`config.mk`:
```
export PLATFORM = sky130hd
export DESIGN_NAME = s32x_fb_ctrl
export DESIGN_NICKNAME = d
export VERILOG_FILES = /design/src/rtl/s32x_fb_ctrl_pkg.sv /design/src/rtl/s32x_fb_port.sv /design/src/rtl/s32x_fb_ctrl.sv
export SDC_FILE = /design/constraint.sdc
export NUM_CORES = 1
export LEC_CHECK = 0
export ABC_AREA = 0
export CORE_ASPECT_RATIO = 0.9
export CORE_MARGIN = 2
export CORE_UTILIZATION = 40
export CTS_BUF_LIST = sky130_fd_sc_hd__clkbuf_4
export DETAILED_ROUTE_END_ITERATION = 8
export PLACE_DENSITY = 0.61
export RECOVER_POWER = 100
export REMOVE_ABC_BUFFERS = 1
export SLEW_MARGIN = 0
export SYNTH_ARGS = -nofsm -noshare
export SYNTH_HDL_FRONTEND = slang
export SYNTH_SLANG_ARGS = --single-unit
```
`constraint.sdc`:
```
create_clock -name CLK -period 2.8 [get_ports CLK]
set_clock_uncertainty 0.05 [all_clocks]
set_input_delay 0.28 -clock CLK [delete_from_list [all_inputs] [get_ports CLK]]
set_output_delay 0.28 -clock CLK [all_outputs]
set_load 0.05 [all_outputs]
```
`src/rtl/s32x_fb_ctrl_pkg.sv`:
```
// Shared types for the 32X framebuffer memory controller: arbiter states and
// the per-port write-buffer entry.
package s32x_fb_ctrl_pkg;

   // Port word-address width carried in a write-buffer entry
   localparam int FBC_AW = 16;

   typedef enum logic {
      FBC_IDLE,
      FBC_BUSY
   } FBC_STATE_t;

   // One buffered write: address, data, byte enables, valid
   typedef struct packed {
      logic [FBC_AW-1:0] A;
      logic [15:0]       D;
      logic [1:0]        BE;
      logic              V;
   } FBC_WB_t;

endpackage

```
`src/rtl/s32x_fb_port.sv`:
```
// One VDP framebuffer port: turns level WE/RD strobes into single write and
// read entries (WB, RP), tracks the last write tuple and last read address,
// and flags write overruns.
module s32x_fb_port
   import s32x_fb_ctrl_pkg::*;
#(
   parameter int AW      = FBC_AW,
   parameter bit RD_HOLD = 1'b1
) (
   input  logic          clk,
   input  logic          rst_n,
   input  logic [AW-1:0] a,
   input  logic [15:0]   wdata,
   input  logic [1:0]    we,
   input  logic          rd,
   input  logic          wb_ack,
   input  logic          rp_ack,
   output FBC_WB_t       wb,
   output logic [AW-1:0] rp_a,
   output logic          rp_v,
   output logic          ovr
);

   logic [1:0]    we_prev;
   logic          rd_prev;
   logic [AW-1:0] lw_a;
   logic [15:0]   lw_d;
   logic [1:0]    lw_be;
   logic [AW-1:0] lr_a;
   logic          lr_v;
   logic          wr_cap;
   logic          rd_cap;
   logic          rd_new;

   // New write on WE rising or whenever the held tuple changes (fill bursts)
   assign wr_cap = (we != 2'b00) &&
                   ((we_prev == 2'b00) || ({a, wdata, we} != {lw_a, lw_d, lw_be}));

   // New read on RD rising, address change, or after a write invalidated LR;
   // with RD_HOLD=0 a held RD keeps re-reading whenever no read is pending
   assign rd_new = !rd_prev || !lr_v || (a != lr_a);
   assign rd_cap = rd && (rd_new || (!RD_HOLD && !rp_v));

   // Capture and retire entries; a capture on the ACK cycle keeps the entry valid
   always_ff @(posedge clk or negedge rst_n) begin
      if (!rst_n) begin
         we_prev <= 2'b00;
         rd_prev <= 1'b0;
         lw_a    <= '0;
         lw_d    <= '0;
         lw_be   <= 2'b00;
         lr_a    <= '0;
         lr_v    <= 1'b0;
         wb      <= '0;
         rp_a    <= '0;
         rp_v    <= 1'b0;
         ovr     <= 1'b0;
      end else begin
         we_prev <= we;
         rd_prev <= rd;
         if (wr_cap) begin
            wb    <= '{A: a, D: wdata, BE: we, V: 1'b1};
            lw_a  <= a;
            lw_d  <= wdata;
            lw_be <= we;
            if (wb.V && !wb_ack) ovr <= 1'b1;
            // Writing the address being displayed forces the next RD to re-read
            if (lr_v && (a == lr_a)) lr_v <= 1'b0;
         end else if (wb_ack) begin
            wb.V <= 1'b0;
         end
         // Placed after the write path so a same-cycle read re-arms LR
         if (rd_cap) begin
            rp_a <= a;
            rp_v <= 1'b1;
            lr_a <= a;
            lr_v <= 1'b1;
         end else if (rp_ack) begin
            rp_v <= 1'b0;
         end
      end
   end

endmodule

```
`src/rtl/s32x_fb_ctrl.sv`:
```
// 32X framebuffer controller: two VDP ports (FB0 -> bank 0, FB1 -> bank 1)
// arbitrated round-robin onto one single-outstanding external memory port,
// with held read-data latches per port.
module s32x_fb_ctrl
   import s32x_fb_ctrl_pkg::*;
#(
   parameter int AW      = FBC_AW,
   parameter bit RD_HOLD = 1'b1
) (
   input  logic          CLK,
   input  logic          RST_N,
   input  logic [AW-1:0] FB0_A,
   input  logic [15:0]   FB0_DO,
   input  logic [1:0]    FB0_WE,
   input  logic          FB0_RD,
   output logic [15:0]   FB0_DI,
   input  logic [AW-1:0] FB1_A,
   input  logic [15:0]   FB1_DO,
   input  logic [1:0]    FB1_WE,
   input  logic          FB1_RD,
   output logic [15:0]   FB1_DI,
   output logic [AW:0]   MEM_A,
   output logic [15:0]   MEM_DO,
   output logic [1:0]    MEM_BE,
   output logic          MEM_WE,
   output logic          MEM_REQ,
   input  logic          MEM_ACK,
   input  logic [15:0]   MEM_DI,
   output logic [1:0]    OVR
);

   FBC_STATE_t    state;
   logic          ptr;
   logic          sel_port;
   logic          sel_wr;
   logic          pick;
   logic          ack_now;

   logic [AW-1:0] port_a  [2];
   logic [15:0]   port_do [2];
   logic [1:0]    port_we [2];
   logic [1:0]    port_rd;
   FBC_WB_t       wb      [2];
   logic [AW-1:0] rp_a    [2];
   logic [1:0]    rp_v;
   logic [1:0]    req_v;
   logic [1:0]    wb_ack;
   logic [1:0]    rp_ack;
   logic [15:0]   di_reg  [2];

   assign port_a[0]  = FB0_A;
   assign port_a[1]  = FB1_A;
   assign port_do[0] = FB0_DO;
   assign port_do[1] = FB1_DO;
   assign port_we[0] = FB0_WE;
   assign port_we[1] = FB1_WE;
   assign port_rd    = {FB1_RD, FB0_RD};
   assign FB0_DI     = di_reg[0];
   assign FB1_DI     = di_reg[1];

   assign ack_now = (state == FBC_BUSY) && MEM_ACK;

   genvar gi;
   generate
      for (gi = 0; gi < 2; gi++) begin : g_port
         assign req_v[gi]  = wb[gi].V | rp_v[gi];
         assign wb_ack[gi] = ack_now && sel_wr && (sel_port == 1'(gi));
         assign rp_ack[gi] = ack_now && !sel_wr && (sel_port == 1'(gi));

         s32x_fb_port #(
            .AW      (AW),
            .RD_HOLD (RD_HOLD)
         ) u_port (
            .clk    (CLK),
            .rst_n  (RST_N),
            .a      (port_a[gi]),
            .wdata  (port_do[gi]),
            .we     (port_we[gi]),
            .rd     (port_rd[gi]),
            .wb_ack (wb_ack[gi]),
            .rp_ack (rp_ack[gi]),
            .wb     (wb[gi]),
            .rp_a   (rp_a[gi]),
            .rp_v   (rp_v[gi]),
            .ovr    (OVR[gi])
         );
      end
   endgenerate

   // Round-robin choice when both ports request; a lone requester always wins
   always_comb begin
      pick = ptr;
      if (req_v[0] != req_v[1]) pick = req_v[1];
   end

   // Arbiter FSM: grant in IDLE, hold the request stable in BUSY until ACK
   always_ff @(posedge CLK or negedge RST_N) begin
      if (!RST_N) begin
         state     <= FBC_IDLE;
         ptr       <= 1'b0;
         sel_port  <= 1'b0;
         sel_wr    <= 1'b0;
         MEM_REQ   <= 1'b0;
         MEM_WE    <= 1'b0;
         MEM_A     <= '0;
         MEM_DO    <= '0;
         MEM_BE    <= 2'b00;
         di_reg[0] <= '0;
         di_reg[1] <= '0;
      end else begin
         case (state)
            FBC_IDLE: begin
               if (req_v != 2'b00) begin
                  sel_port <= pick;
                  sel_wr   <= wb[pick].V;
                  MEM_REQ  <= 1'b1;
                  MEM_WE   <= wb[pick].V;
                  // Buffered write goes ahead of the pending read on the same port
                  if (wb[pick].V) begin
                     MEM_A  <= {pick, wb[pick].A};
                     MEM_DO <= wb[pick].D;
                     MEM_BE <= wb[pick].BE;
                  end else begin
                     MEM_A  <= {pick, rp_a[pick]};
                     MEM_DO <= '0;
                     MEM_BE <= 2'b11;
                  end
                  ptr   <= ~ptr;
                  state <= FBC_BUSY;
               end
            end
            FBC_BUSY: begin
               if (MEM_ACK) begin
                  MEM_REQ <= 1'b0;
                  if (!sel_wr) di_reg[sel_port] <= MEM_DI;
                  state <= FBC_IDLE;
               end
            end
            default: state <= FBC_IDLE;
         endcase
      end
   end

endmodule

```
==> results.json, run 1 <==
{
  "layoutNonFillerInstCount": 1132,
  "postLayoutCoreUtil_pct": 50.7,
  "outcome": "finished, violations left",
  "dpl_worst_slack_ns": -0.0236,
  "violations": "max-capacitance violations, max-slew violations",
  "grt_pass1_wl_um": 35600,
  "end_kind": "register",
  "min_period_ns": 2.57,
  "synth.distinct_cells": 38,
  "dieArea_um2": 23300,
  "antenna_found_initial": 2,
  "r2r_start": "g_port[0].u_port.wb[12]$_DFFE_PN0P_",
  "drive_above_1_share_pct": 16.6,
  "multi_input_area_um2": 3850,
  "fillers": 1937,
  "finalHoldViolCount": 0,
  "first_global_vias": 6201,
  "syn_area_per_cell_um2": 13.6,
  "worstHoldEndpoint": "g_port[1].u_port.rd_prev$_DFF_PN0_",
  "clock_latency_ns": 0.58,
  "setup_violations": 0,
  "cts_buffer_depth": 2,
  "worstSetupStartpointType": "register",
  "power_density_nw_per_um2": 863,
  "synth_compound_area_share_pct": 3.02,
  "relSlewSlack_pct": -0.770,
  "coreArea_um2": 21700,
  "wl_um": 22400,
  "criticalPathCategory": "register to register",
  "clk_pin_slew_ns": 0.18,
  "vias": 5730,
  "cts_buffers": 17,
  "root_buffer": "clkbuf_4",
  "synth_seq_cells": 185,
  "critPathRequiredTime_ns": 3.23,
  "async_flop_share_pct": 100,
  "ir_drop_mv": 0.439,
  "tns_ns": 0,
  "period_share_pct": 91.8,
  "postCtsSetupBuffers": 0,
  "muxShareOfSynthArea_pct": 24.9,
  "drtPass1Iterations": 4,
  "cts_max_level": 4,
  "synth_ff_type": "dfrtp_1",
  "grt_max_degree": 88,
  "synth_area_um2": 8850,
  "drc": 0,
  "r2r_cells": 6,
  "grt_use_total_pct": 19.9,
  "max_freq_mhz": 389,
  "cts_tree": "yes",
  "worst_pin_slew_ns": 1.51,
  "path_max_fanout": 6,
  "first_iter_violations": 303,
  "nets": 916,
  "r2r-end": "g_port[0].u_port.wb[10]$_DFFE_PN0P_",
  "area_growth_pct": 24.4,
  "viasPerCell": 5.06,
  "arrival_ns": 3.00,
  "io_pins": 160,
  "r2r_slack_ns": 0.23,
  "finalWeightedCongestion": 0.789,
  "hp-start": "FB1_RD",
  "synth_top_family_by_area": "multiplexers",
  "leakage_nw": 4.62,
  "wl_per_cell_um": 19.8,
  "hpwlAfterDp_um": 16400,
  "synthAdderAreaFrac_pct": 0.141,
  "initial_core_util_pct": 40.8,
  "netlist_instances": 652,
  "layout_setup_ws_ns": 0.230,
  "synth_edf_count": 0,
  "globalRouteOverflowTotal": 0,
  "synth_simple_gate_area_share_pct": 7.43,
  "ys_seq_area_share_pct": 52.3,
  "seqCellArea_um2": 4630,
  "die_h_um": 145,
  "synth_xor_xnor_area_share_pct": 9.99,
  "io_buffers": 159,
  "drv_slew": 37,
  "cap_violations": 1,
  "rows": 51,
  "whs_path_depth": 1,
  "rsz0062_at_grt": "false",
  "antenna_left": 0,
  "yosys_warnings": 0,
  "cts_resized": 0,
  "cts.sinks": 185,
  "die_w_um": 161,
  "cts_hold_buf": 1,
  "dp.cells": 1097,
  "min_path_type": "input port to register"
}
==> flip-flops by register name, summed over array words and instances, names as in the netlist, 4 cells and up <==
register and count:
FB0_DI 16, FB1_DI 16, MEM_A 17, MEM_DO 16
g_port.u_port.lr_a 16, g_port.u_port.lw_a 16, g_port.u_port.lw_d 16, g_port.u_port.rp_a 16
g_port.u_port.wb 36, g_port.u_port.we_prev 4
==> how the worst max path moves through the flow <==
stage / from / endpoint / slack (ns) / cells after the start
3_5_place_dp: FB0_WE[1] / g_port[0].u_port.wb[10]$_DFFE_PN0P_ / -0.02 / 7
6_report: g_port[0].u_port.wb[12]$_DFFE_PN0P_ / g_port[0].u_port.wb[10]$_DFFE_PN0P_ / 0.23 / 6
2_1_floorplan: g_port[1].u_port.wb[0]$_DFFE_PN0P_ / MEM_BE[0]$_DFFE_PN0P_ / -0.63 / 5
5_1_grt: g_port[1].u_port.rp_v$_DFFE_PN0P_ / MEM_DO[14]$_DFFE_PN0P_ / 0.15 / 8
4_1_cts: g_port[0].u_port.wb[12]$_DFFE_PN0P_ / g_port[0].u_port.wb[10]$_DFFE_PN0P_ / 0.30 / 6
3_3_place_gp: FB0_A[6] / g_port[0].u_port.wb[12]$_DFFE_PN0P_ / 0.02 / 7
==> logic make-up (layout without fill, tap and decap cells) <==
group / count (synthesis) / count (layout)
DFF: 185 / 185
muxes: 164 / 164
and+or+nand+nor: 134 / 134
xor gates and xnor gates: 101 / 101
AOI/OAI and AO/OA: 38 / 38
buffers and inverters: 29 / 216
adders and majority gates: 1 / 1
other: 0 / 2
==> worst max-delay path, stage by stage (launching register included) <==
cell      delay, ns
dfrtp_1        0.45
xor2_1         0.18
nor4_1         0.63
nand4_1        0.17
o31a_2         0.42
clkbuf_2       0.21
mux2_1         0.36
==> routing by layer <==
| layer | vias to the layer above | wire length (µm) | track usage, % |
|---|---|---|---|
| met5 | - | 0 | 0 |
| met4 | 0 | 266 | 5.00 |
| met3 | 17 | 877 | 3.66 |
| met2 | 118 | 11000 | 32.6 |
| met1 | 2956 | 10200 | 27.3 |
| li1 | 2639 | - | - |
==> placed cells by master, fill, tap and decap left out, types with 3 or more instances in the layout <==
cell type,instances
nor2_1,6
nor4_2,6
xnor2_1,31
a21bo_1,3
buf_4,9
clkbuf_2,4
mux4_2,16
xor2_1,70
a22o_1,4
clkbuf_1,3
nand3_1,5
clkdlybuf4s50_1,81
nand2_1,82
clkinv_8,6
dfrtp_1,185
mux2_2,54
nand4_1,11
dlygate4sd3_1,78
inv_6,5
clkbuf_4,17
mux2i_1,18
o21a_1,3
buf_12,8
nor4_1,12
o21ai_0,18
mux2_1,74
==> report_power, final <==
| part | internal (W) | total [W] | switching (W) | leakage, nW |
|---|---|---|---|---|
| Sequential | 0.00327 | 0.00365 | 0.000388 | 2.16 |
| Combinational | 0.00160 | 0.00434 | 0.00273 | 2.29 |
| Clock | 0.000425 | 0.00152 | 0.00109 | 0.163 |
==> Yosys cell counts (3+ instances only) <==
library cell | count | share of area (%)
nor2_1 | 6 | 0.25
nand3_1 | 5 | 0.28
mux2_1 | 21 | 2.7
or2_2 | 3 | 0.21
o21a_1 | 3 | 0.25
mux2i_1 | 18 | 2.0
xor2_1 | 70 | 6.9
xnor2_1 | 31 | 3.1
o21ai_1 | 10 | 0.57
nand4_1 | 11 | 0.78
a22o_1 | 4 | 0.40
a21bo_1 | 3 | 0.34
clkbuf_1 | 8 | 0.34
dfrtp_1 | 185 | 52
nor4_1 | 12 | 0.85
o21ai_0 | 9 | 0.51
buf_6 | 7 | 0.89
mux2_4 | 54 | 9.2
nand2_1 | 82 | 3.5
buf_2 | 7 | 0.40
mux2_2 | 55 | 7.0
mux4_2 | 16 | 4.1
nor4_2 | 6 | 0.85
buf_4 | 6 | 0.51
==> stage by stage <==
| step | hold slack (ns) | power, W | instance area (µm²) |
|---|---|---|---|
| final | 0.232 | 0.00950 | 11000 |
| after global routing | 0.170 | 0.00999 | 11000 |
| after CTS | 0.0618 | 0.00989 | 11200 |
| after detailed placement | 0.218 | 0.00837 | 10900 |
| after global placement | 0.215 | 0.00828 | 10900 |
| after floorplan | -0.0656 | 0.00666 | 8660 |
==> area by class of cell <==
class / instances / share of cell area, %
diodes: 2 / 0.0455
clock buffers: 17 / 1.16
clock inverters: 15 / 1.65
inverters: 1 / 0.0341
multi-input cells: 438 / 35.0
flip-flops and latches: 185 / 42.0
well taps: 291 / 3.31
repair buffers: 183 / 16.8
No activity file was read; power rests on OpenSTA's default activity.
==> run 2, diff against run 1 <==
Settings changed: ABC_AREA 0 to 1, ABC_CLOCK_PERIOD_IN_PS from default to 2800, PLACE_DENSITY 0.61 to 0.6.
==> run 2 against run 1 <==
The run still ends with max-capacitance violations, max-slew violations left. Fmax grew 5.1%. Via count is 45% higher. Area after synthesis increased by 6.8%. Register-to-register slack improved by 0.12 ns. Sequential share of layout area down 2.2 points. Sequential power up 1%. Non-clock buffer count up 1. Combinational power rose by 6.0%. Largest cell class unchanged.
==> results.json, run 2 <==
{
  "outcome": "finished, violations left",
  "violations": "max-capacitance violations, max-slew violations",
  "worst_pin_slew_ns": 1.61,
  "finalWeightedCongestion": 0.846,
  "dpl_worst_slack_ns": 0.444,
  "drive_above_1_share_pct": 6.51,
  "cts_resized": 0,
  "finalHoldViolCount": 0,
  "min_period_ns": 2.45,
  "area_growth_pct": 22.9,
  "critPathRequiredTime_ns": 3.18,
  "leakage_nw": 5.75,
  "dieArea_um2": 24900,
  "synth_seq_cells": 185,
  "layout_setup_ws_ns": 0.354,
  "clk_pin_slew_ns": 0.18,
  "cts_max_level": 4,
  "dp.cells": 1668,
  "antenna_found_initial": 1,
  "largest_register": "g_port.u_port.wb",
  "grt_use_total_pct": 22.7,
  "netlist_instances": 1234,
  "antenna_left": 0,
  "layoutNonFillerInstCount": 1701,
  "largest_reg_flops": 36,
  "synth_ff_type": "dfrtp_1",
  "hpwlAfterDp_um": 20100,
  "synthTopCellsByArea": "dfrtp_1, nand2_1, o21ai_0",
  "synthDominantCellAreaShare_pct": 49.0,
  "cts_buffers": 17,
  "vias": 8320,
  "cts_tree": "yes",
  "final_common_cell": "nand2_1",
  "wl_per_cell_um": 16.1,
  "synth_commonest_cells": "nand2_1, dfrtp_1, o21ai_0, inv_1, nor2_1",
  "cts_buffer_depth": 2,
  "globalRouteOverflowTotal": 0,
  "drv_slew": 59,
  "min_path_type": "input port to register",
  "path_max_fanout": 46,
  "end_kind": "register",
  "reg_top3": "g_port.u_port.wb (36), MEM_A (17)",
  "synth_area_leader_cell": "dfrtp_1",
  "cts_hold_buf": 1,
  "synth_area_um2": 9460,
  "worstSetupStartpointType": "register",
  "ir_drop_mv": 0.453,
  "async_flop_share_pct": 100,
  "yosys_warnings": 0,
  "yosysMostFrequentCell": "nand2_1",
  "period_share_pct": 87.4,
  "first_global_vias": 7930,
  "multi_input_area_um2": 4020,
  "power_density_nw_per_um2": 845,
  "drc": 0,
  "postCtsSetupBuffers": 0,
  "seqCellArea_um2": 4630,
  "initial_core_util_pct": 40.6,
  "ys_seq_area_share_pct": 49.0,
  "first_iter_violations": 613,
  "synth.distinct_cells": 38,
  "rsz0062_at_grt": "false",
  "synth_edf_count": 0,
  "grt_pass1_wl_um": 44200,
  "clock_latency_ns": 0.59,
  "drtPass1Iterations": 5,
  "wl_um": 27400,
  "cts.sinks": 185,
  "root_buffer": "clkbuf_4",
  "max_freq_mhz": 409,
  "cap_violations": 1,
  "setup_violations": 0,
  "relSlewSlack_pct": -7.01,
  "die_h_um": 150,
  "die_w_um": 166,
  "syn_area_per_cell_um2": 7.66,
  "rows": 53,
  "viasPerCell": 4.89,
  "coreArea_um2": 23300,
  "fillers": 2330,
  "final_cell_mix": "nand2_1, dfrtp_1, o21ai_0, inv_1, clkdlybuf4s50_1",
  "io_pins": 160,
  "criticalPathCategory": "register to register",
  "arrival_ns": 2.83,
  "grt_max_degree": 67,
  "nets": 1476,
  "io_buffers": 159
}
## run 2: changes by cell type in the layout (fill, tap and decap cells not counted), sizes merged, moves of 8 or more
cell | previous run | this run
or2 | 4 | 18
nand3 | 5 | 64
mux2i | 18 | 5
nor4 | 18 | 0
mux4 | 16 | 0
inv | 8 | 144
mux2 | 130 | 8
nand2 | 82 | 447
a31oi | 0 | 16
nand4 | 11 | 19
xor2 | 70 | 6
o21ai | 19 | 143
nor2 | 6 | 76
## run 2: cells by family after synthesis
kind of cell	after synthesis	synth area share, %
simple gates	633	27.6
buf+inv	188	8.39
flops	185	49.0
compound gates	174	9.69
xor+xnor	40	3.71
mux	13	1.48
fa+ha+maj	1	0.132
## run 2: worst max-delay path: stages (launching register included)
cell and delay (ns):
dfrtp_1 0.46, xnor2_1 0.36, nand2_1 0.09, nor2_1 0.10, nand2_1 0.07, nor2_2 0.09
nand3_1 0.08, nand2_1 0.09, clkbuf_2 0.69, o21ai_0 0.20
## run 2: power breakdown
group | internal [W] | switching [W]
clock | 0.000479 | 0.00106
sequential | 0.00329 | 0.000402
combinational | 0.00141 | 0.00319
## run 2: through the flow
step	total power (W)	utilization (%)	TNS (ns)	hold WS (ns)	area, µm²
after detailed placement	0.00860	49.0	0	0.251	11400
after global placement	0.00855	49.0	0	0.250	11400
after floorplan	0.00674	-	-30.19	-0.0656	9180
after global routing	0.0105	49.9	0	0.144	11600
after CTS	0.0102	50.3	0	0.0833	11700
final	0.00983	49.9	0	0.190	11600
## run 2: layout make-up
type	instances	share of cell area, %
Antenna cell	1	0.0215
Clock buffer	17	1.10
Clock inverter	14	1.32
Inverter	137	4.42
Multi-Input combinational cell	861	34.5
Sequential cell	185	39.8
Tap cell	302	3.25
Timing Repair Buffer	184	15.5
## run 2: worst paths after layout
check	from	to	slack [ns]	cells after the start
hold / removal	MEM_DI[9]	FB1_DI[9]$_DFFE_PN0P_	0.19	3
setup reg to reg	g_port[1].u_port.lw_a[11]$_DFFE_PN0P_	g_port[1].u_port.lw_a[10]$_DFFE_PN0P_	0.35	9
setup / recovery	g_port[1].u_port.lw_a[11]$_DFFE_PN0P_	g_port[1].u_port.lw_a[10]$_DFFE_PN0P_	0.35	9
min in group asynchronous	RST_N	FB0_DI[5]$_DFFE_PN0P_	0.56	2
hold reg to reg	g_port[0].u_port.ovr$_DFFE_PN0P_	g_port[0].u_port.ovr$_DFFE_PN0P_	0.44	1
max in group asynchronous	RST_N	MEM_A[7]$_DFFE_PN0P_	1.04	3
## run 2: layer usage
layer | vias up | global-route usage [%] | wire length, µm | part of all wire (%)
met3 | 16 | 3.73 | 1360 | 5.0
li1 | 4178 | - | - | -
met5 | - | 0 | 0 | 0
met1 | 3912 | 32.3 | 13000 | 47
met2 | 214 | 36.8 | 12800 | 47
met4 | 0 | 4.74 | 302 | 1.1
